**src/rtl/i2c_target_regfile_if.sv**
```systemverilog
// I2C pad-side bus bundle: synchronous-domain view of SCL/SDA inputs and the open-drain SDA enable.
interface i2c_target_regfile_if;
  logic scl_in;
  logic sda_in;
  logic sda_oe;

  modport master (output scl_in, output sda_in, input sda_oe);
  modport slave  (input scl_in, input sda_in, output sda_oe);
endinterface

```
**src/rtl/i2c_target_regfile.sv**
```systemverilog
// I2C target with a NUM_REGS x 8-bit register file, pointer addressing and auto-increment bursts.
// SCL/SDA are oversampled by clk; all bus actions happen on synchronised SCL edges.
module i2c_target_regfile #(
  parameter logic [6:0]   DEV_ADDR = 7'h2A,
  parameter int unsigned  NUM_REGS = 4,
  parameter logic [7:0]   RST_VAL  = 8'h00,
  localparam int unsigned PTR_W    = (NUM_REGS > 1) ? $clog2(NUM_REGS) : 1
) (
  input  logic                  clk,
  input  logic                  rst,
  i2c_target_regfile_if.slave   bus,
  output logic [8*NUM_REGS-1:0] regs_q,
  output logic                  wr_stb,
  output logic [PTR_W-1:0]      wr_idx,
  output logic                  busy
);

  localparam int unsigned CNT_W = 4;
  // Bit counter: 0..7 data rises, 8 = byte done / ACK slot pending, 9 = ACK slot clocked.
  localparam logic [CNT_W-1:0] BIT_LAST = CNT_W'(7);
  localparam logic [CNT_W-1:0] ACK_DRV  = CNT_W'(8);
  localparam logic [CNT_W-1:0] ACK_END  = CNT_W'(9);

  typedef enum logic [2:0] {
    IDLE,
    ADDR,
    ADDR_ACK,
    PTR,
    WR_BYTE,
    RD_BYTE,
    RD_ACK,
    IGNORE
  } state_e;

  state_e           state_q;
  logic [1:0]       scl_sync_q;
  logic [1:0]       sda_sync_q;
  logic             scl_dly_q;
  logic             sda_dly_q;
  logic [7:0]       shift_q;
  logic [CNT_W-1:0] cnt_q;
  logic             rw_q;
  logic [PTR_W-1:0] ptr_q;
  logic [7:0]       mem_q [NUM_REGS];
  logic             sda_oe_q;
  logic             busy_q;
  logic             wr_stb_q;
  logic [PTR_W-1:0] wr_idx_q;

  logic             scl_s_c;
  logic             sda_s_c;
  logic             scl_rise_c;
  logic             scl_fall_c;
  logic             start_c;
  logic             stop_c;
  logic [7:0]       rx_byte_d;
  logic [PTR_W-1:0] ptr_inc_d;
  logic             ptr_ok_c;
  logic [7:0]       cur_byte_c;
  logic [7:0]       nxt_byte_c;

  // Edge and bus-condition detection on the synchronised pad signals.
  assign scl_s_c    = scl_sync_q[1];
  assign sda_s_c    = sda_sync_q[1];
  assign scl_rise_c = scl_s_c & ~scl_dly_q;
  assign scl_fall_c = ~scl_s_c & scl_dly_q;
  assign start_c    = scl_s_c & scl_dly_q & sda_dly_q & ~sda_s_c;
  assign stop_c     = scl_s_c & scl_dly_q & ~sda_dly_q & sda_s_c;

  assign rx_byte_d  = {shift_q[6:0], sda_s_c};
  assign ptr_inc_d  = (ptr_q == PTR_W'(NUM_REGS - 1)) ? '0 : ptr_q + PTR_W'(1);
  assign ptr_ok_c   = 32'(rx_byte_d) < NUM_REGS;
  assign cur_byte_c = mem_q[ptr_q];
  assign nxt_byte_c = mem_q[ptr_inc_d];

  always_ff @(posedge clk or posedge rst) begin
    if (rst) begin
      state_q    <= IDLE;
      scl_sync_q <= 2'b11;
      sda_sync_q <= 2'b11;
      scl_dly_q  <= 1'b1;
      sda_dly_q  <= 1'b1;
      shift_q    <= '0;
      cnt_q      <= '0;
      rw_q       <= 1'b0;
      ptr_q      <= '0;
      sda_oe_q   <= 1'b0;
      busy_q     <= 1'b0;
      wr_stb_q   <= 1'b0;
      wr_idx_q   <= '0;
      for (int unsigned i = 0; i < NUM_REGS; i++) begin
        mem_q[i] <= RST_VAL;
      end
    end else begin
      scl_sync_q <= {scl_sync_q[0], bus.scl_in};
      sda_sync_q <= {sda_sync_q[0], bus.sda_in};
      scl_dly_q  <= scl_s_c;
      sda_dly_q  <= sda_s_c;
      wr_stb_q   <= 1'b0;

      if (start_c) begin
        state_q  <= ADDR;
        cnt_q    <= '0;
        sda_oe_q <= 1'b0;
      end else if (stop_c) begin
        state_q  <= IDLE;
        sda_oe_q <= 1'b0;
        busy_q   <= 1'b0;
      end else begin
        unique case (state_q)
          IDLE: ;

          ADDR: begin
            if (scl_rise_c) begin
              shift_q <= rx_byte_d;
              cnt_q   <= cnt_q + CNT_W'(1);
              if (cnt_q == BIT_LAST) begin
                if (rx_byte_d[7:1] == DEV_ADDR) begin
                  busy_q  <= 1'b1;
                  rw_q    <= rx_byte_d[0];
                  state_q <= ADDR_ACK;
                end else begin
                  busy_q  <= 1'b0;
                  state_q <= IGNORE;
                end
              end
            end
          end

          ADDR_ACK: begin
            if (scl_rise_c && cnt_q == ACK_DRV) begin
              cnt_q <= ACK_END;
            end
            if (scl_fall_c) begin
              if (cnt_q == ACK_DRV) begin
                sda_oe_q <= 1'b1;
              end else if (cnt_q == ACK_END) begin
                if (rw_q) begin
                  // First read bit goes out on the same fall that ends the ACK slot.
                  sda_oe_q <= ~cur_byte_c[7];
                  shift_q  <= {cur_byte_c[6:0], 1'b0};
                  cnt_q    <= CNT_W'(1);
                  state_q  <= RD_BYTE;
                end else begin
                  sda_oe_q <= 1'b0;
                  cnt_q    <= '0;
                  state_q  <= PTR;
                end
              end
            end
          end

          PTR: begin
            if (scl_rise_c && cnt_q < ACK_DRV) begin
              shift_q <= rx_byte_d;
              cnt_q   <= cnt_q + CNT_W'(1);
              if (cnt_q == BIT_LAST) begin
                if (ptr_ok_c) begin
                  ptr_q   <= PTR_W'(rx_byte_d);
                  state_q <= WR_BYTE;
                end else begin
                  busy_q  <= 1'b0;
                  state_q <= IGNORE;
                end
              end
            end
          end

          WR_BYTE: begin
            if (scl_rise_c) begin
              if (cnt_q < ACK_DRV) begin
                shift_q <= rx_byte_d;
                cnt_q   <= cnt_q + CNT_W'(1);
                if (cnt_q == BIT_LAST) begin
                  mem_q[ptr_q] <= rx_byte_d;
                  wr_stb_q     <= 1'b1;
                  wr_idx_q     <= ptr_q;
                  ptr_q        <= ptr_inc_d;
                end
              end else if (cnt_q == ACK_DRV) begin
                cnt_q <= ACK_END;
              end
            end
            if (scl_fall_c) begin
              if (cnt_q == ACK_DRV) begin
                sda_oe_q <= 1'b1;
              end else if (cnt_q == ACK_END) begin
                sda_oe_q <= 1'b0;
                cnt_q    <= '0;
              end
            end
          end

          RD_BYTE: begin
            if (scl_fall_c) begin
              if (cnt_q < ACK_DRV) begin
                sda_oe_q <= ~shift_q[7];
                shift_q  <= {shift_q[6:0], 1'b0};
                cnt_q    <= cnt_q + CNT_W'(1);
              end else begin
                sda_oe_q <= 1'b0;
                state_q  <= RD_ACK;
              end
            end
          end

          RD_ACK: begin
            if (scl_rise_c) begin
              ptr_q <= ptr_inc_d;
              if (!sda_s_c) begin
                shift_q <= nxt_byte_c;
                cnt_q   <= '0;
                state_q <= RD_BYTE;
              end else begin
                busy_q  <= 1'b0;
                state_q <= IGNORE;
              end
            end
          end

          IGNORE: begin
            sda_oe_q <= 1'b0;
            busy_q   <= 1'b0;
          end

          default: state_q <= IDLE;
        endcase
      end
    end
  end

  for (genvar g = 0; g < NUM_REGS; g++) begin : g_regs
    assign regs_q[8*g +: 8] = mem_q[g];
  end

  assign bus.sda_oe = sda_oe_q;
  assign wr_stb     = wr_stb_q;
  assign wr_idx     = wr_idx_q;
  assign busy       = busy_q;

endmodule
```
**src/flat_wrapper.sv**
```systemverilog
// flat-port wrapper written by rule: the top's interface ports become plain ports
module i2c_target_regfile_flat 
#(
  parameter logic [6:0]   DEV_ADDR = 7'h2A,
  parameter int unsigned  NUM_REGS = 4,
  parameter logic [7:0]   RST_VAL  = 8'h00,
  localparam int unsigned PTR_W    = (NUM_REGS > 1) ? $clog2(NUM_REGS) : 1
)
  (clk, rst, regs_q, wr_stb, wr_idx, busy, bus_scl_in, bus_sda_in, bus_sda_oe);
  i2c_target_regfile_if bus_i ();
  input  logic clk;
  input  logic rst;
  output logic [8*NUM_REGS-1:0] regs_q;
  output logic wr_stb;
  output logic [PTR_W-1:0] wr_idx;
  output logic busy;
  input wire logic [$bits(bus_i.scl_in)-1:0] bus_scl_in;
  input wire logic [$bits(bus_i.sda_in)-1:0] bus_sda_in;
  output wire logic [$bits(bus_i.sda_oe)-1:0] bus_sda_oe;
  assign bus_i.scl_in = bus_scl_in;
  assign bus_i.sda_in = bus_sda_in;
  assign bus_sda_oe = bus_i.sda_oe;
  i2c_target_regfile #(.DEV_ADDR(DEV_ADDR), .NUM_REGS(NUM_REGS), .RST_VAL(RST_VAL)) u_core (.clk(clk), .rst(rst), .bus(bus_i), .regs_q(regs_q), .wr_stb(wr_stb), .wr_idx(wr_idx), .busy(busy));
endmodule
```
**config.mk**
```make
export PLATFORM = sky130hd
export DESIGN_NAME = i2c_target_regfile_flat
export DESIGN_NICKNAME = d
export VERILOG_FILES = /design/src/rtl/i2c_target_regfile_if.sv /design/src/rtl/i2c_target_regfile.sv /design/src/flat_wrapper.sv
export SDC_FILE = /design/constraint.sdc
export NUM_CORES = 1
export LEC_CHECK = 0
export CAP_MARGIN = 20
export CELL_PAD_IN_SITES_DETAIL_PLACEMENT = 1
export CELL_PAD_IN_SITES_GLOBAL_PLACEMENT = 2
export CORE_ASPECT_RATIO = 2
export CORE_UTILIZATION = 38
export CTS_BUF_LIST = sky130_fd_sc_hd__clkbuf_4 sky130_fd_sc_hd__clkbuf_8 sky130_fd_sc_hd__clkbuf_16
export CTS_CLUSTER_SIZE = 14
export DETAILED_ROUTE_END_ITERATION = 8
export GPL_TIMING_DRIVEN = 1
export PLACE_DENSITY_LB_ADDON = 0.3
export SLEW_MARGIN = 20
export SYNTH_ARGS = -nofsm -noshare
export SYNTH_HDL_FRONTEND = slang
export SYNTH_SLANG_ARGS = --single-unit
```
**constraint.sdc**
```tcl
create_clock -name clk -period 2.72 [get_ports clk]
set_input_delay 0.272 -clock clk [delete_from_list [all_inputs] [get_ports clk]]
set_output_delay 0.272 -clock clk [all_outputs]
set_load 0.02 [all_outputs]
```
# ---- Word-level counts from Yosys, hierarchy flattened
# Cells that the tools add are included.
dict set report classes {
  addsub 2
  multipliers 0
  div_mod_pow 0
  n_lt_le_gt_ge 5
  eq_ne 54
  n_shift 0
  muxes 96
  bitwise 17
  n_reduce_logical 17
}
# operator count
set ops {}
lappend ops {{8-bit 2-to-1 mux} 17}
lappend ops {{4-bit 2-to-1 mux} 18}
lappend ops {{8-bit case mux with 6 select lines} 1}
lappend ops {{3-bit 2-to-1 mux} 14}
lappend ops {{4-bit by 1-bit inequality test with 1-bit output, second input constant} 9}
lappend ops {{3-bit by 1-bit inequality test with 1-bit output, second input constant} 11}
lappend ops {{8-bit binary-select mux with 2-bit select} 2}
lappend ops {{32-bit bitwise mux} 1}
lappend ops {{2-bit by 1-bit inequality test with 1-bit output, second input constant} 14}
lappend ops {{1-bit 2-to-1 mux} 27}
lappend ops {{4-bit case mux with 6 select lines} 1}
lappend ops {{2-bit 2-to-1 mux} 10}
lappend ops {{6-bit AND reduction} 3}
lappend ops {{8-bit demux with 2-bit select} 1}
lappend ops {{3-bit case mux with 5 select lines} 1}
lappend ops {{15-bit AND reduction} 1}
lappend ops {{7-bit nonzero test} 2}
lappend ops {{3-bit equality test, second input constant} 4}
lappend ops {{6-bit nonzero test} 2}
lappend ops {{11-bit AND reduction} 1}
lappend ops {{5-bit by 1-bit inequality test with 1-bit output, second input constant} 2}
lappend ops {{10-bit AND reduction} 1}
lappend ops {{9-bit AND reduction} 1}
lappend ops {{4-bit equality test, second input constant} 2}
lappend ops {{other kinds (24)} 45}
dict set report totals {
  regBits 61
  latch_bits 0
  ramBits 0
  mem_bits_ro 0
  input_bits 4
  output_inout_bits 37
  wordCells 208
  n_memories 0
}

# ---- Longest topological paths before layout
dict set report depth {
  ltp_word 12
  ltp_mapped 8
  depth_no_buf 8
}

# ---- Worst setup path before layout
# OpenSTA, ideal clock, no wires.
dict set report synth_path {
  path_type {register to register}
  start {register u_core.ptr_q[1]}
  end {register u_core.shift_q[7]}
  arrival_time_ns 2.267
  required_ns 2.595
  path_slack_ns 0.329
  stages_incl_launch_ff 9
  synth_period_minus_slack_ns 2.391
  path_cell_list {dfrtp_1 -> clkbuf_1 -> inv_1 -> ha_1 -> clkbuf_1 -> mux4_2 -> nand2_1 -> nand2_1 -> mux2_2}
}
dict set report synth_via {
  elab_chain_cells 9
  word_cells_on_any_way 18
}
# item line_no
set synth_rtl {}
lappend synth_rtl {{start: declaration} i2c_target_regfile.sv:43} ;# logic [PTR_W-1:0] ptr_q;
lappend synth_rtl {{start signal: assignment} i2c_target_regfile.sv:159} ;# ptr_q <= PTR_W'(rx_byte_d);
lappend synth_rtl {{start signal: assignment} i2c_target_regfile.sv:178} ;# ptr_q <= ptr_inc_d;
lappend synth_rtl {{start signal: assignment} i2c_target_regfile.sv:209} ;# ptr_q <= ptr_inc_d;
lappend synth_rtl {{2-bit by 1-bit adder with 2-bit output (tied with other cells)} i2c_target_regfile.sv:71} ;# assign ptr_inc_d = (ptr_q == PTR_W'(NUM_REGS - 1)) ? '0 : ptr_q + PTR_W'(1);
lappend synth_rtl {{2-bit 2-to-1 mux or 8-bit binary-select mux with 2-bit select (tied branches)} {i2c_target_regfile.sv:71, i2c_target_regfile.sv:73}}
lappend synth_rtl {{2-bit inverter with 3-bit output (implied by the code) or 8-bit 2-to-1 mux (tied branches)} {i2c_target_regfile.sv:74, i2c_target_regfile.sv:73}}
lappend synth_rtl {{8-bit binary-select mux with 2-bit select or 8-bit 2-to-1 mux (tied branches)} {i2c_target_regfile.sv:74, i2c_target_regfile.sv:73}}
lappend synth_rtl {{8-bit 2-to-1 mux, on equally long branches} {i2c_target_regfile.sv:74, i2c_target_regfile.sv:138}}
lappend synth_rtl {{8-bit 2-to-1 mux, on equally long branches} {i2c_target_regfile.sv:74, i2c_target_regfile.sv:137}}
lappend synth_rtl {{8-bit 2-to-1 mux, on equally long branches} {i2c_target_regfile.sv:210, i2c_target_regfile.sv:135}}
lappend synth_rtl {{8-bit 2-to-1 mux, on equally long branches} {i2c_target_regfile.sv:208, i2c_target_regfile.sv:134}}
lappend synth_rtl {{8-bit case mux with 6 select lines *} i2c_target_regfile.sv:110} ;# unique case (state_q)
lappend synth_rtl {{end signal: assignment} i2c_target_regfile.sv:115} ;# shift_q <= rx_byte_d;
lappend synth_rtl {{end signal: assignment} i2c_target_regfile.sv:198} ;# shift_q <= {shift_q[6:0], 1'b0};
lappend synth_rtl {{end signal: assignment} i2c_target_regfile.sv:211} ;# shift_q <= nxt_byte_c;
lappend synth_rtl {{end: declaration} i2c_target_regfile.sv:40} ;# logic [7:0] shift_q;
# Every way passes the cells marked *; elsewhere a longest branch is shown, timed or not. The select of a mux whose other input is x is not followed.
# A chain may end at the register's enable or synchronous reset.

# ---- Worst setup path in the final report
dict set report layout_path {
  start {register u_core.cnt_q[0]}
  end {register u_core.state_q[2]}
}
dict set report layout_via {
  elab_chain_cells 4
  word_cells_on_any_way 12
}
# item line_no
set layout_rtl {}
lappend layout_rtl {{start: declaration} i2c_target_regfile.sv:41} ;# logic [CNT_W-1:0] cnt_q;
lappend layout_rtl {{start signal: assignment} i2c_target_regfile.sv:116} ;# cnt_q <= cnt_q + CNT_W'(1);
lappend layout_rtl {{start signal: assignment} i2c_target_regfile.sv:156} ;# cnt_q <= cnt_q + CNT_W'(1);
lappend layout_rtl {{start signal: assignment} i2c_target_regfile.sv:173} ;# cnt_q <= cnt_q + CNT_W'(1);
lappend layout_rtl {{4-bit < comparator} {i2c_target_regfile.sv:154, i2c_target_regfile.sv:196}}
lappend layout_rtl {{1-bit logical AND} i2c_target_regfile.sv:154} ;# if (scl_rise_c && cnt_q < ACK_DRV) begin
lappend layout_rtl {{4-bit by 1-bit inequality test with 1-bit output (no line)} -}
lappend layout_rtl {{11-bit AND reduction (no line) *} -}
lappend layout_rtl {{end signal: assignment} i2c_target_regfile.sv:160} ;# state_q <= WR_BYTE;
lappend layout_rtl {{end signal: assignment} i2c_target_regfile.sv:163} ;# state_q <= IGNORE;
lappend layout_rtl {{end signal: assignment} i2c_target_regfile.sv:202} ;# state_q <= RD_ACK;
lappend layout_rtl {{end: declaration} i2c_target_regfile.sv:35} ;# state_e state_q;
# Every way passes the cells marked *; elsewhere a longest branch is shown, timed or not.

==> summary.md <==
The height of the chip is 141 um. Share of the clock period used by the worst path: 92.3%. For the quantity of gates resized following cts, the log shows 0. The logs give 50 for the number of placement rows and 6.81 mm for the wire length on met2. Setup violations remaining at the end of the flow were counted as 0.

The number of H-tree branching levels was 3. For the final routed database, the setup TNS stands at 0 ns. After detailed routing, the total wire length is 11.7 mm.

The run gives 341 as the net count after synthesis. The remaining antenna violation count is 0, and the depth of the most critical reg-to-reg path is 8. CTS placed an instance of clkbuf_16 at the clock tree root. The path class of the tightest hold or removal check is input port to asynchronous set/reset pin.

The final count of pins violating max slew is 0, and the maximum root-to-sink buffer count is 2. The share of flip-flops with an asynchronous set or reset works out to 100%. After detailed routing, the number of remaining DRC violations is 0. The family of cells with the greatest summed delay on the critical path is compound AO/OA/AOI/OAI gates. The power per standard cell area came out at 1040 nW/um2. The post-synthesis cell area is 3690 um2. Setup repair after global routing left no endpoint under its margin.

The cell count after synthesis is 330, and the number of maximum-capacitance violations is 0. The run gives 9 as the clock buffer count from CTS. The detailed-placement wirelength estimate came out at 8.82 mm. After synthesis, flip-flops and latches occupy 41.6% of the total area. Hold repair after CTS inserted 0 buffers. The per-instance average area after synthesis is 11.2 um2. The measured slew at the worst slew-check pin is 0.648 ns. Entering global routing, the biggest net connects 62 pins.

Internal reg-to-reg setup slack: 0.21 ns. In the final routing, the length of wire on met1 measures 3.95 mm. The run gives 41 as the total I/O pin count.

TritonCTS built the clock tree. During synthesis, Yosys emitted a total of 0 warnings. The worst pin sits at a relative slew slack of 56.8%.

Cells fill 49.3% of the core in the end. Endpoint of the most critical register-to-register path: u_core.state_q[2]$_DFFE_PP0P_. The run gives 2.74 ns as the critical path arrival. For the worst setup path, the data required time is 2.95 ns. Counting instances in the post-synthesis netlist gives the leading cell types as dfrtp_1 (55), nand2_1 (37), mux2_1 (32). The tools report the global routing usage summed across all routing layers as 25.1%. The most critical setup path has its endpoint at u_core.state_q[2]$_DFFE_PP0P_.

For the starting utilization of the core area, the log shows 39.3%. The highest cell delay on the worst timing path was 0.47 ns. Final hold violation count: 0.

The run finished with clean final reports. The number of register bits inferred by synthesis works out to 61. The tools report the number of distinct library cells after synthesis as 61. Counting stages on the worst path, the most repeated cell is o21ai_0. Derived from the worst setup path, the maximum achievable clock frequency is 398 MHz. The number of buffer and inverter stages on the critical path was 1; the total inserted antenna cells was 0. The later pin in the worst-skew pair is clocked with a latency of 0.33 ns. With fillers left out, the area of the finished cells amounts to 4630 um2. The final clock skew is 0.00755 ns, and the share of post-route cells with drive strength above 1 is 22.0%. Along the worst path, the maximum fanout reaches 7. After clock tree synthesis, the clock-pin slew on the worst setup and hold paths is 0.06 ns. Relative to the synthesized area, the layout overhead comes to 25.4%.

Die span in x: 71.7 um. Signal routing reaches up to met4. The core region is 9380 um2. The count of buffers added on input and output ports is 40.

On the critical path, the stage with the largest delay is an instance of dfrtp_1. The die covers 10,100 um2. The worst setup path is captured at a flop. The number of flops mapped to enable cells by yosys is 0, and the worst ir drop on vdd is 529 uV. The routed wirelength normalized by instance count was 23.8 um; the share of the synthesized area in the top cell type was 37.3%. Summed over all cells, the static leakage comes to 0.00213 uW. Among all cell types in the netlist, the one instantiated most often is dfrtp_1.

Initial antenna violation count: 0. The critical path startpoint category is a flop. The placed instances occupy a cell area of 4270 um2. The number of global-route vias before repair came out at 3,249. The smallest clock period supported by the final layout is computed as 2.51 ns. Walking the worst path, the cells encountered are inv_1, ha_1, nand4bb_4, o21ai_0, o21ai_0, a21boi_2, o21ai_1, a221oi_1. Count of routing violations after the opening detailed-route iteration: 199.

The type of the setup path with the least slack was flop to flop. Routability-driven placement finished with a final weighted congestion of 0.877. Leading register cell type out of synthesis: dfrtp_1.

In the final design database the tool counted 392 nets. The sink count of the clock tree is 61. In this run the worst setup path begins at u_core.cnt_q[0]$_DFFE_PP0P_. The first detailed-routing pass took 4 iterations.

The overall via count from detail_route is 2,978, and the depth of the critical timing path with buffers and inverters included is 8. Yosys attributes the largest share of cell area to dfrtp_1 (37%), mux2_1 (9.8%), mux4_2 (9.8%), dfstp_2 (4.3%), nand2_1 (3.8%). dfrtp_1 takes more of the synthesized area than any other cell.

The detailed-route vias per instance is 6.08, and the total congestion overflow after global routing is 0. The startpoint of the most critical register-to-register path was u_core.cnt_q[0]$_DFFE_PP0P_. Post-CTS timing repair inserted 0 buffers for setup. For the first-pass GRT wire length, the log shows 18.5 mm.

The routed design uses 359 um of met3 wire.
## worst min path at each step
stage | endpoint
finish | u_core.wr_idx[0]$_DFFE_PP0P_
detailed placement | u_core.sda_sync_q[1]$_DFF_PP1_
global placement | u_core.scl_sync_q[1]$_DFF_PP1_
CTS | u_core.regs_q[9]$_DFFE_PP0P_
floorplan | u_core.scl_sync_q[0]$_DFF_PP1_
global route | u_core.scl_sync_q[0]$_DFF_PP1_
## routing by layer
metal  track usage, %  up-vias
met4             13.7        0
met1             25.5     1531
met2             47.0       79
met3             4.62       33
met5                0        -
li1                 -     1335
## sequential cells by signal, summed over array words and instances (netlist names)
register and count:
u_core.bus.sda_oe 1, u_core.busy 1, u_core.cnt_q 4, u_core.ptr_q 2, u_core.regs_q 32, u_core.rw_q 1, u_core.scl_dly_q 1, u_core.scl_sync_q 2
u_core.sda_dly_q 1, u_core.sda_sync_q 2, u_core.shift_q 8, u_core.state_q 3, u_core.wr_idx 2, u_core.wr_stb 1
## placed cells by master, fill, tap and decap left out, types with 4 or more instances in the layout
| cell type | count |
|---|---|
| a21oi_1 | 13 |
| a22oi_1 | 7 |
| and3_1 | 4 |
| buf_4 | 16 |
| clkbuf_16 | 9 |
| clkdlybuf4s50_1 | 40 |
| dfrtp_1 | 55 |
| dfstp_2 | 6 |
| ha_1 | 7 |
| inv_1 | 7 |
| mux2_1 | 32 |
| mux2_2 | 11 |
| mux4_2 | 16 |
| nand2_1 | 37 |
| nand2_4 | 4 |
| nand3_1 | 5 |
| nor2_1 | 19 |
| nor3_1 | 6 |
| o21ai_0 | 16 |
## metrics by stage
stage	power [uW]	setup slack [ns]	hold slack, ns	std cells
final	4790	0.211	0.323	490
after global routing	5050	0.0754	0.350	490
after CTS	4820	0.218	0.338	490
after detailed placement	3420	0.250	0.348	474
after global placement	3380	0.282	0.345	474
after floorplan	2700	0.329	0.276	330
## worst register-to-register path, stage by stage, from the launching register on
cell and delay [ns]:
dfrtp_1 0.47, inv_1 0.10, ha_1 0.28, nand4bb_4 0.27, o21ai_0 0.39, o21ai_0 0.19, a21boi_2 0.29, o21ai_1 0.10
a221oi_1 0.29
## where the power goes
group / internal (uW) / switching, uW / leakage [uW]
logic: 866 / 1190 / 0.00115
clock network: 946 / 426 / 0.000172
registers: 1060 / 303 / 0.000805
total: 2870 / 1920 / 0.00213
## kinds of logic (layout without fill, tap and decap cells)
group	count (synthesis)	in the layout	share of synthesized area (%)
simple gates	99	99	14.9
xor+xnor	3	3	0.712
fa+ha+maj	7	7	2.37
mux	62	62	23.7
buf+inv	26	82	3.46
flops	61	61	41.6
compound gates	72	72	13.3
## layout make-up
type,count,area (um2)
tap,104,130
fill,1006,4760
multi-input combinational,243,2030
clock inverter,5,106
inverter,9,33.8
sequential,61,1530
timing repair buffer,57,541
clock buffer,11,253
(Power assumes the default switching activity.)
